$ cat src/rtl/confreg_bus_arb.sv
// ============================================================================
// Module   : confreg_bus_arb
// Brief    : Two-master arbiter for the config-register port with a
//            fixed-latency response tag pipeline.
// Revision : 1.0 - initial release
// ============================================================================
`default_nettype none

module confreg_bus_arb #(
  parameter int DW     = 32,
  parameter int RD_LAT = 1,
  parameter int RR_EN  = 1
) (
  input  logic          clk,
  input  logic          reset,
  input  logic          m0_req,
  input  logic [3:0]    m0_wen,
  input  logic [DW-1:0] m0_addr,
  input  logic [DW-1:0] m0_wdata,
  output logic          m0_gnt,
  output logic          m0_rvalid,
  output logic [DW-1:0] m0_rdata,
  input  logic          m1_req,
  input  logic [3:0]    m1_wen,
  input  logic [DW-1:0] m1_addr,
  input  logic [DW-1:0] m1_wdata,
  output logic          m1_gnt,
  output logic          m1_rvalid,
  output logic [DW-1:0] m1_rdata,
  output logic          conf_en,
  output logic [3:0]    conf_wen,
  output logic [DW-1:0] conf_addr,
  output logic [DW-1:0] conf_wdata,
  input  logic [DW-1:0] conf_rdata
);

  logic              prefer_m1;
  logic [RD_LAT-1:0] tag_valid;
  logic [RD_LAT-1:0] tag_owner;
  logic [RD_LAT-1:0] tag_write;
  logic              exit_valid;
  logic              exit_owner;
  logic              exit_write;

  // Grants are gated by reset so every output drops as soon as reset asserts.
  always_comb begin
    m0_gnt = 1'b0;
    m1_gnt = 1'b0;
    if (reset) begin
      if (m0_req && m1_req) begin
        if ((RR_EN != 0) && prefer_m1) m1_gnt = 1'b1;
        else                           m0_gnt = 1'b1;
      end else begin
        m0_gnt = m0_req;
        m1_gnt = m1_req;
      end
    end
  end

  always_comb begin
    conf_en    = m0_gnt | m1_gnt;
    conf_wen   = 4'h0;
    conf_addr  = '0;
    conf_wdata = '0;
    if (m0_gnt) begin
      conf_wen   = m0_wen;
      conf_addr  = m0_addr;
      conf_wdata = m0_wdata;
    end else if (m1_gnt) begin
      conf_wen   = m1_wen;
      conf_addr  = m1_addr;
      conf_wdata = m1_wdata;
    end
  end

  // Owner bit: 1 = m1. Stage 0 is loaded in the grant cycle.
  always_ff @(posedge clk or negedge reset) begin
    if (!reset) begin
      prefer_m1 <= 1'b0;
      tag_valid <= '0;
      tag_owner <= '0;
      tag_write <= '0;
    end else begin
      if (conf_en) prefer_m1 <= m0_gnt;
      for (int i = RD_LAT - 1; i > 0; i--) begin
        tag_valid[i] <= tag_valid[i-1];
        tag_owner[i] <= tag_owner[i-1];
        tag_write[i] <= tag_write[i-1];
      end
      tag_valid[0] <= conf_en;
      tag_owner[0] <= m1_gnt;
      tag_write[0] <= (conf_wen != 4'h0);
    end
  end

  assign exit_valid = tag_valid[RD_LAT-1];
  assign exit_owner = tag_owner[RD_LAT-1];
  assign exit_write = tag_write[RD_LAT-1];

  assign m0_rvalid = exit_valid && !exit_owner;
  assign m1_rvalid = exit_valid &&  exit_owner;
  assign m0_rdata  = (m0_rvalid && !exit_write) ? conf_rdata : '0;
  assign m1_rdata  = (m1_rvalid && !exit_write) ? conf_rdata : '0;

endmodule

`default_nettype wire
$ cat config.mk
export PLATFORM = sky130hd
export DESIGN_NAME = confreg_bus_arb
export DESIGN_NICKNAME = d
export VERILOG_FILES = /design/src/rtl/confreg_bus_arb.sv
export SDC_FILE = /design/constraint.sdc
export NUM_CORES = 1
export LEC_CHECK = 0
export BUFFER_PORTS_ARGS = -buffer_cell sky130_fd_sc_hd__buf_4
export CORE_AREA = 2 2 121 123
export DETAILED_ROUTE_END_ITERATION = 6
export DIE_AREA = 0 0 123 125
export PLACE_DENSITY = 0.38
export SYNTH_ARGS = -nofsm -noshare
export SYNTH_HDL_FRONTEND = slang
export SYNTH_SLANG_ARGS = --single-unit
$ cat constraint.sdc
create_clock -name clk -period 1.55 [get_ports clk]
set_input_delay 0.155 -clock clk [delete_from_list [all_inputs] [get_ports clk]]
set_output_delay 0.155 -clock clk [all_outputs]
set_load 0.03 [all_outputs]
Word level (Yosys, flattened, before mapping)
Index checks and enable logic that the tools add are counted.
{ "op_classes": {"muxes": 14, "n_bitwise": 1, "reduce_logical": 8} }
{ "ops": {"columns": ["cell", "n"], "rows": [
  ["32-bit 2-to-1 mux", 6],
  ["4-bit 2-to-1 mux", 2],
  ["1-bit 2-to-1 mux", 6],
  ["1-bit logical AND", 5],
  ["4-bit nonzero test", 1],
  ["1-bit logical NOT", 2],
  ["1-bit bitwise OR", 1]
]} }
{ "word_totals": {"reg_bits": 4, "inputBits": 172, "out_inout_bits": 137} }

Depth between registers and ports, before layout
Gate-level depths: netlist (run 1).
{ "depth": {"ltp_word": 6, "depth_mapped": 5, "ltp_nobuf": 4} }

Worst setup path before layout (run 1)
No wires, ideal clock.
{ "synth_path": {"kind": "reg-to-output", "from": "reg prefer_m1", "to": "out conf_addr[23]", "arrival_ps": 1498, "t_required_ps": 1395, "slack_ps": -103, "stages_incl_launch_ff": 5, "n_path_buf": 1, "cell_sequence": "dfrtp_1 -> nand2_1 -> and3_4 -> clkbuf_1 -> a22o_1"} }
{ "synth_lines": {"columns": ["element", "line", "source"], "rows": [
  ["from (decl)", "37", "logic prefer_m1;"],
  ["from (signal assigned)", "84", "if (conf_en) prefer_m1 <= m0_gnt;"],
  ["1-bit 2-to-1 mux", "51", "if ((RR_EN != 0) && prefer_m1) m1_gnt = 1'b1;"],
  ["1-bit 2-to-1 mux", "50", "if (m0_req && m1_req) begin"],
  ["1-bit 2-to-1 mux", "49", "if (reset) begin"],
  ["via m0_gnt", "20", "output logic m0_gnt,"],
  ["32-bit 2-to-1 mux", "65", "if (m0_gnt) begin"],
  ["to (decl)", "32", "output logic [DW-1:0] conf_addr,"]
]} }
The timed path passes the listed nets, and every way through them passes these cells.

Worst setup path in the final report (run 1)
{ "layout_path": {"from": "reg prefer_m1", "to": "out conf_addr[13]"} }
{ "layout_between": {"elab_chain_cells": 5} }
{ "layout_rtl": {"columns": ["element", "line", "source"], "rows": [
  ["1-bit 2-to-1 mux", "51", null],
  ["1-bit 2-to-1 mux", "50", null],
  ["1-bit 2-to-1 mux", "49", null],
  ["32-bit 2-to-1 mux", "69", "end else if (m1_gnt) begin"],
  ["32-bit 2-to-1 mux (*)", "65", null]
]} }
Every way passes the cells marked *; elsewhere a longest branch is shown, timed or not.

==> run metrics, run 1 <==
CTS Buffer Depth=2; Syn Nets=351; WP data required=1.39 ns; GPL Wtd Cong=0.846; critical path arrival=1.51 ns; placed cell area=3900 um2; chip width=123 um; Hold Crit Class=input port to flip-flop; clk sinks=4; 1st-iter DRT viols=59; max cap viols=0; r2r setup slk=0.02 ns; htree depth=1; DP HPWL=8800 um; Worst Min Path Start=m0_req; leakage=2.57 nW; Finished Core Util=35.2%; total grt overflow=0; CP startpoint kind=flip-flop; initial antenna violation count=0; maximum number of pins on one net before global-route repair=33; YS warnings=0; # rows=44; period utilisation layout=108%; Max Fanout on Critical Path=7; DRT Pass-1 Iters=4; CP endpoint=conf_addr[13]; Worst R2R Start=prefer_m1$_DFFE_PN0P_; final setup violation count=128; Root Buffer=clkbuf_16; max_slew headroom=85.2%; TritonCTS clock tree=done; DIE AREA=15,400 um2; I/O pins=309; Final Critical Period=1.67 ns; Routed Antenna Nets=0; Initial Utilization=9.21%; Reg clk slew, reported paths=0.03 ns; Die Ht=125 um; most frequent cells in the layout=buf_4 (186), buf_6 (134), a22o_1 (64), and2_4 (64), clkbuf_16 (12); RSZ-0062 raised after global routing=yes; Tot GR Track Use=12.8%; Power Density=459 nW/um2; CORE AREA=14,200 um2; Hold Vio Cnt, Final=0; worst setup path startpoint=prefer_m1$_DFFE_PN0P_; fillers=1,465; Antenna Cells=0; Peak supply drop=0.000248 V; P&R area growth vs syn=282%; Netlist cell types=19; Seq cells post-synth=4; post-synthesis cell count=179; Worst Slack Setup Final=-0.120 ns; Least-Margin Pin Slew=0.222 ns; commonest non-fill, non-tap cell in the layout=buf_4; drt via density=4.17; routed via count=2,846; failing checks=setup timing; I/O Buffers=308; Residual DRC=0; final instance area=5000 um2; vias in the first global route=2,767; Worst Setup End Kind=output pin; Skew-Pair Late Insertion Delay=0.22 ns; WS Path Type=flip-flop to output pin; cells on worst reg2reg path=5; WL final=12,500 um; mean post-synth cell area=7.30 um2; WL/cell=18.3 um; outcome=finished, violations left; setup TNS=-8.41 ns; global-route wire length before repair=15,400 um; reg-to-reg endpoint=exit_write$_DFF_PN0_; Num CTS Buffers=3; share of cells above drive strength 1=82.4%; Synth Cell Area=1310 um2; Slew Viols, Final=0; clock skew=0.00456 ns; maximum clock frequency=599 MHz; sequential fraction of the synthesis area=7.66%; final layout net count=673
==> cell usage after synthesis <==
cell / count / area [um2]
a22o_1: 64 / 561
inv_1: 1 / 3.75
or4_1: 1 / 7.51
o21bai_1: 1 / 7.51
nor2b_1: 1 / 6.26
and3_2: 1 / 7.51
nand2_2: 1 / 6.26
o22ai_1: 4 / 25.0
and3_4: 1 / 11.3
clkbuf_1: 8 / 30.0
buf_2: 12 / 60.1
o21a_1: 1 / 7.51
nand2_1: 10 / 37.5
nand2b_1: 1 / 6.26
buf_4: 1 / 7.51
nor3b_1: 1 / 7.51
dfrtp_1: 4 / 100
and3b_1: 1 / 8.76
and2_1: 65 / 407
==> registers in the layout, summed over array words and instances, names as in the netlist <==
| register | flops |
|---|---|
| exit_valid | 1 |
| prefer_m1 | 1 |
| exit_owner | 1 |
| exit_write | 1 |
==> cells by family after synthesis <==
family	synth area share (%)
and+or+nand+nor	38.7
AOI/OAI and AO/OA	45.9
buffers and inverters	7.75
DFF	7.66
==> critical path: stages, from the launching register on <==
cell	delay [ns]
dfrtp_1	0.38
nand2b_4	0.16
and3_4	0.22
clkbuf_16	0.18
a22o_1	0.20
buf_6	0.14
==> metal layers <==
| layer | vias up | routed length (um) | global-route usage (%) |
|---|---|---|---|
| met5 | - | 0 | 0 |
| met2 | 196 | 7010 | 26.1 |
| met3 | 6 | 1240 | 3.38 |
| met1 | 1332 | 4200 | 13.1 |
| met4 | 0 | 74 | 1.34 |
| li1 | 1312 | - | - |
==> cell type report <==
class / count / area (um2) / area share, %
inverter: 1 / 3.75 / 0.0751
tap: 184 / 230 / 4.60
multi-input combinational: 154 / 1310 / 26.2
clock buffer: 3 / 75.1 / 1.50
sequential: 4 / 100 / 2.00
timing repair buffer: 337 / 3280 / 65.7
==> report_power, final <==
part	internal (mW)	leakage (nW)	switching [mW]
registers	0.116	0.0491	0.00830
clock network	0.330	0.0370	0.0724
logic	0.938	2.48	0.830
==> per-stage QoR <==
stage | hold WS [ns] | setup WS (ns) | std cells | power [mW]
3_3_place_gp | -0.00668 | 0.0238 | 660 | 1.55
2_1_floorplan | -0.141 | 0.00121 | 179 | 0.803
5_1_grt | 0.309 | -0.164 | 683 | 2.40
4_1_cts | 0.256 | -0.152 | 667 | 2.08
3_5_place_dp | -0.00551 | 0.0250 | 660 | 1.54
6_report | 0.283 | -0.120 | 683 | 2.29
==> repair_timing <==
action | CTS | global route
pin swaps | 4 | 62
endpoints found under the setup margin | 73 | 130
setup buffers | 1 | 3
hold buffers | 1 | 0
hold endpoints to repair | 4 | 0
cloned | 2 | 13
gates resized for setup | 75 | 129
==> worst min-delay path by stage <==
stage / to / slack, ns / cells past startpoint
after floorplan: exit_owner$_DFF_PN0_ / -0.14 / 0
after global placement: exit_write$_DFF_PN0_ / -0.007 / 1
after detailed placement: exit_write$_DFF_PN0_ / -0.006 / 1
after CTS: exit_valid$_DFF_PN0_ / 0.26 / 2
after global routing: exit_valid$_DFF_PN0_ / 0.31 / 2
final: exit_valid$_DFF_PN0_ / 0.28 / 2
(Power assumes the default switching activity.)
==> run 2, diff against run 1 <==
- GPL_TIMING_DRIVEN: unset -> 0
==> run 2 against run 1 <==
  * Combinational power is essentially flat
  * The run still ends with setup timing left
  * Die area unchanged
  * Sequential cell count unchanged
  * Highest routed layer unchanged
  * Final cell count is 0.88% higher
  * Critical path depth is 1 higher
  * Sequential share of layout area hardly changed
  * Worst setup slack lost 0.067 ns
  * Utilization is essentially flat
  * Critical endpoint is now conf_wdata[18]
  * Largest cell class unchanged
  * Register-to-register slack got worse by 0.05 ns
  * Clock power about the same
  * Clock-buffer cell count is the same
==> run metrics, run 2 (synthesized netlist as in run 1, its figures left out) <==
outcome=finished, violations left; failing checks=setup timing; critical path arrival=1.58 ns; r2r setup slk=-0.03 ns; Initial Utilization=9.21%; share of cells above drive strength 1=82.6%; CP delay by family, top=buffers and inverters; setup slack at placement=-0.336 ns; Placed Instances=671; Hold Vio Cnt, Final=0; WL final=11,700 um; Least-Margin Pin Slew=0.237 ns; Hold Crit Class=input port to flip-flop; 1st-iter DRT viols=49; maximum clock frequency=576 MHz; DRT Pass-1 Iters=4; I/O Buffers=308; Slew Viols, Final=0; Reg clk slew, reported paths=0.03 ns; Worst Slack Setup Final=-0.187 ns; met3 usage=3.33%; Worst Setup End Kind=output pin; Antenna Cells=0; clock skew=0.000916 ns; maximum number of pins on one net before global-route repair=12; chip width=123 um; Max Fanout on Critical Path=8; worst path buffer plus inverter count=3; Die Ht=125 um; CP max stage cell=dfrtp_1; final setup violation count=124; CORE AREA=14,200 um2; leakage=2.57 nW; grt met2 use=28.4%; # rows=44; Power Density=455 nW/um2; vias in the first global route=2,954; GR peak layer=met2; total grt overflow=0; Max stage delay on crit path=0.39 ns; final layout net count=679; clk sinks=4; met1 Usage GRT=12.5%; WL/cell=16.9 um; Final Critical Period=1.74 ns; most frequent cells in the layout=buf_4 (186), buf_6 (136), a22o_1 (63); Root Buffer=clkbuf_16; WS Path Type=flip-flop to output pin; Residual DRC=0; Finished Core Util=35.2%; WP data required=1.39 ns; hold slack=0.241 ns; CP startpoint kind=flip-flop; RSZ-0062 raised after global routing=yes; CTS Buffer Depth=2; max cap viols=0; DP HPWL=9420 um; TritonCTS clock tree=done; Skew-Pair Late Insertion Delay=0.22 ns; drt via density=4.05; Num CTS Buffers=3; Routed Antenna Nets=0; Finished Layout Cells=689; CP cell instances=nand2b_4, and3_4, buf_12, buf_8, a22o_4, buf_6; Tot GR Track Use=13.4%; global-route wire length before repair=16,100 um; routed via count=2,790; GPL Wtd Cong=0.847; initial antenna violation count=0; I/O pins=309; max_slew headroom=84.2%; DIE AREA=15,400 um2; htree depth=1; Peak supply drop=0.000246 V; Tot Pwr=2.27 mW; commonest non-fill, non-tap cell in the layout=buf_4; period utilisation layout=112%; P&R area growth vs syn=282%
## run 2: cell types whose count changed in the layout (fill, tap and decap cells not counted), sizes merged
cell    previous run  this run
and3               3         2
buf              327       341
clkbuf            12         5
## run 2: power breakdown
group | switching, mW | total (mW) | internal (mW)
clock network | 0.0714 | 0.401 | 0.329
registers | 0.0113 | 0.127 | 0.116
logic | 0.812 | 1.74 | 0.932
## run 2: area by class of cell
class,instances,area [um2]
fill,1460,9210
timing repair buffer,323,2990
buffer,21,284
inverter,1,3.75
clock buffer,3,75.1
sequential,4,100
multi-input combinational,153,1320
tap,184,230
## run 2: worst paths after layout
kind	start	end	depth (start not counted)
worst max-delay path	prefer_m1$_DFFE_PN0P_	conf_wdata[18]	6
worst min-delay path	m1_req	exit_valid$_DFF_PN0_	2
worst max register to register	prefer_m1$_DFFE_PN0P_	exit_write$_DFF_PN0_	5
worst min register to register	prefer_m1$_DFFE_PN0P_	prefer_m1$_DFFE_PN0P_	2
max in group asynchronous	reset	exit_write$_DFF_PN0_	2
min in group asynchronous	reset	prefer_m1$_DFFE_PN0P_	2
## run 2: routing by layer
metal | up-vias | share of wire, %
met1 | 1276 | 32
met5 | - | 0
met2 | 188 | 57
li1 | 1320 | -
met4 | 0 | 0.70
met3 | 6 | 11
## run 2: what timing repair did
item                                    CTS  global route
pin swaps                                38            33
gates cloned                              6             1
hold buffers                              1             0
endpoints found under the setup margin  128           129
hold endpoints to repair                  4             0
setup buffers                             6             2
gates resized for setup                 205            67
## run 2: stage by stage
step	area (um2)	TNS, ns
global route	5000	-20.60
detailed placement	3860	-15.08
floorplan	1320	0
global placement	3860	-12.95
finish	5000	-13.06
CTS	4780	-13.17
